File: src/rtl/encoder.sv
// Priority (MSB-wins) binary encoder with enable and registered outputs.
// A result for the vector sampled at one edge appears on the outputs after that edge.
module encoder #(
    parameter int N = 4
) (
    input  logic                 clk,
    input  logic                 rst,
    input  logic                 en,
    input  logic [N-1:0]         a,
    output logic [$clog2(N)-1:0] op,
    output logic                 valid,
    output logic                 multi
);

    localparam int OP_SIZE = $clog2(N);

    // Highest set index wins; the upward scan lets later (higher) hits overwrite earlier ones.
    function automatic logic [OP_SIZE-1:0] msb_index(input logic [N-1:0] v);
        logic [OP_SIZE-1:0] idx;
        idx = '0;
        for (int i = 0; i < N; i++) begin
            if (v[i]) idx = OP_SIZE'(i);
        end
        return idx;
    endfunction

    // Clearing the lowest set bit leaves something only when two or more bits were set.
    function automatic logic is_multi_hot(input logic [N-1:0] v);
        return |(v & (v - N'(1)));
    endfunction

    logic [OP_SIZE-1:0] op_p0;
    logic               vld_p0;
    logic               multi_p0;

    logic [OP_SIZE-1:0] op_p1;
    logic               vld_p1;
    logic               multi_p1;

    // Stage p0: combinational encode, gated by en so a is never observed while disabled
    always_comb begin
        op_p0    = '0;
        vld_p0   = 1'b0;
        multi_p0 = 1'b0;
        if (en) begin
            op_p0    = msb_index(a);
            vld_p0   = |a;
            multi_p0 = is_multi_hot(a);
        end
    end

    // Stage p1: output registers; reset clears the index too so op is known from the first edge
    always_ff @(posedge clk) begin
        if (rst) begin
            op_p1    <= '0;
            vld_p1   <= 1'b0;
            multi_p1 <= 1'b0;
        end else begin
            op_p1    <= op_p0;
            vld_p1   <= vld_p0;
            multi_p1 <= multi_p0;
        end
    end

    assign op    = op_p1;
    assign valid = vld_p1;
    assign multi = multi_p1;

endmodule

File: config.mk
export PLATFORM = sky130hd
export DESIGN_NAME = encoder
export DESIGN_NICKNAME = d
export VERILOG_FILES = /design/src/rtl/encoder.sv
export SDC_FILE = /design/constraint.sdc
export NUM_CORES = 1
export LEC_CHECK = 0
export ABC_AREA = 1
export CORE_AREA = 2 2 39 41
export CTS_BUF_LIST = sky130_fd_sc_hd__clkbuf_16
export CTS_CLUSTER_SIZE = 20
export DETAILED_ROUTE_END_ITERATION = 10
export DIE_AREA = 0 0 41 43
export PLACE_DENSITY_LB_ADDON = 0.08
export SKIP_LAST_GASP = 1
export SLEW_MARGIN = 20
export SYNTH_ARGS = -nofsm -noshare
export SYNTH_HDL_FRONTEND = slang
export SYNTH_SLANG_ARGS = --single-unit
File: constraint.sdc
create_clock -name clk -period 0.9 [get_ports clk]
set_clock_uncertainty 0.15 [all_clocks]
set_input_delay 0.18 -clock clk [delete_from_list [all_inputs] [get_ports clk]]
set_output_delay 0.18 -clock clk [all_outputs]
set_load 0.01 [all_outputs]
==> impl_metrics.py <==
metrics = {
    "status": {
        "outcome": "finished with violations",
        "violations": "setup timing",
    },
    "critical_path": {
        "slowest_stage": "dfxtp_2",
        "endpoint": "op[1]",
        "path_cells": "buf_6",
        "critPathRequiredTime_ns": 0.57,
        "cp_top_family": "flip-flops",
        "crit_arrival_ns": 0.64,
        "cp.depth": 1,
        "cp-startpoint": "op[1]",
        "crit_buf_inv": 1,
        "worstSetupStartpointType": "flip-flop",
        "cp-end-kind": "output port",
        "slowest_delay_ns": 0.31,
        "path_max_fanout": 1,
        "path_class": "flip-flop to output port",
    },
    "sta": {
        "min_period_over_period_pct": 108,
        "setup_viol": 4,
        "fin_tns_setup_ns": -0.253,
        "period_needed_ns": 0.969,
        "rsz0062_at_grt": "true",
        "slew_headroom_pct": 88.4,
        "worstMarginPinSlew_ns": 0.173,
        "layout_setup_ws_ns": -0.0692,
        "whs_ns": 0.105,
        "finalMaxSlewViolations": 0,
        "fmax_mhz": 1030,
        "finalHoldViolCount": 0,
    },
    "min_path": {
        "min_path_type": "input pin to flip-flop",
        "worstHoldStart": "en",
    },
    "final_layout": {
        "drive_gt1_share_pct": 42.4,
        "area_growth_pct": 142,
        "fin_area_um2": 342,
        "nets": 42,
        "insertedDiodeCount": 0,
        "fin_util_pct": 24.7,
        "stdcell_count": 49,
    },
    "power": {
        "vdd_drop_max_uv": 461,
        "powerDensity_nw_per_um2": 2790,
        "power_mw": 0.951,
        "p_leak_nw": 0.183,
    },
    "synthesis": {
        "synth.top_cells.by_area": "dfxtp_1, nor2_1, nand2_1, a21oi_1, inv_1",
        "yosysMostFrequentCell": "nor2_1",
        "synth_xor_area_share_pct": 0,
        "synth-seq-area-share_pct": 56.6,
        "synthMuxAreaShare_pct": 0,
        "synth_simple_gate_area_share_pct": 31.0,
        "synthArstFlopShare_pct": 0,
        "synth_compound_area_share_pct": 7.08,
        "yosysTopAreaCell": "dfxtp_1",
        "yosys_warnings": 0,
        "synth_edf_count": 0,
        "syn_nets": 26,
        "synthAdderAreaFrac_pct": 0,
        "synthFlopType": "dfxtp_1",
        "yosys_register_bits": 4,
        "syn-cell-area_um2": 141,
        "yosysTopAreaCellShare_pct": 56.6,
        "ys_top_cells_by_count": "nor2_1, dfxtp_1, nand2_1, a21oi_1, inv_1",
        "synth_top_family_by_area": "simple AND/OR/NAND/NOR gates",
        "yosysUniqueCellTypes": 6,
        "syn_area_per_cell_um2": 7.44,
        "syn-instance-count": 19,
    },
    "clocking": {
        "cts-root-buf": "clkbuf_16",
        "cts.reportedPaths.clkPinSlew_ns": 0.03,
        "cts_inserted_buffers": 3,
        "cts_tree": "done",
        "cts_sinks": 4,
        "htree_levels": 1,
        "clock_path_buffers": 2,
    },
    "place": {
        "io_buffers": 10,
        "dp_slack_ns": -0.366,
        "dp_hpwl_um": 255,
        "place.gp.congestion": 0.638,
        "place_area_um2": 269,
        "placedCellCount": 46,
    },
    "route": {
        "dr.pass1.iters": 4,
        "via_count": 168,
        "drt-vias-per-instance": 3.43,
        "drt-total-wl_um": 365,
        "ant_nets": 0,
        "drt_iter0_markers": 2,
        "drcViolationCount": 0,
        "drt-wirelength-per-cell_um": 7.45,
    },
    "global_routing": {
        "grt_pass1_vias": 128,
        "grt_pass1_wl_um": 469,
        "grt_antenna_before_repair": 0,
        "grt_overflow": 0,
        "grt_max_degree": 5,
        "grt_usage_pct": 5.01,
    },
    "floorplanning": {
        "die_area_um2": 1760,
        "fp.dieH_um": 43,
        "ios": 11,
        "dieWidth_um": 41,
        "core_um2": 1380,
        "start_util_pct": 10.2,
        "row_count": 14,
    },
    "run": {
        "max-cap-violations": 0,
    },
}
-- area by class of cell --
cell class | instances | area [um^2]
clock buffers | 3 | 75.1
flip-flops and latches | 4 | 81.3
well taps | 16 | 20.0
inverters | 2 | 7.51
multi-input cells | 13 | 63.8
fillers | 154 | 1040
repair buffers | 11 | 93.8
-- power by group --
part	internal [mW]	switching [mW]	total, mW
sequential	0.189	0.00242	0.191
clock	0.567	0.123	0.691
combinational	0.0368	0.0328	0.0696
-- cells in the final DEF (no fill, tap or decap) --
| cell type | instances |
|---|---|
| nor2_1 | 3 |
| dfxtp_1 | 3 |
| dlygate4sd2_1 | 4 |
| a21oi_1 | 2 |
| nand2_2 | 1 |
| nor2_2 | 4 |
| buf_6 | 1 |
| nand2_1 | 3 |
| dlymetal6s2s_1 | 2 |
| clkbuf_16 | 3 |
| buf_4 | 1 |
| buf_2 | 3 |
| dfxtp_2 | 1 |
| inv_1 | 2 |
-- cells by family (layout without fill, tap and decap cells) --
group / after synthesis / in the layout
AO/OA/AOI/OAI: 2 / 2
buffers and inverters: 2 / 16
flip-flops: 4 / 4
AND/OR/NAND/NOR: 11 / 11
-- metal layers --
layer | vias to the layer above | wire (um) | GRT usage [%]
li1 | 85 | - | -
met1 | 67 | 132 | 4.47
met2 | 13 | 153 | 4.69
met3 | 3 | 53 | 1.57
met4 | 0 | 25 | 12.0
met5 | - | 0 | 0
-- flip-flops by register name, indices dropped and copies added (netlist names) --
register	flops
op	2
valid	1
multi	1
-- worst min path at each step --
stage / endpoint / slack [ns] / cells after the start
after floorplan: op[0] / 0.15 / 2
after CTS: op[0] / 0.24 / 3
after detailed placement: op[1] / 0.65 / 3
after global routing: multi / 0.16 / 3
final: multi / 0.11 / 3
after global placement: op[1] / 0.66 / 3
-- timing repair --
item                       in CTS  in global routing
pin swaps                       2                  3
cloned                          0                  0
setup endpoints to repair       8                  8
setup buffers                   0                  0
hold buffers                    0                  0
resized for setup              21                  7
No activity file was read; power rests on OpenSTA's default activity.
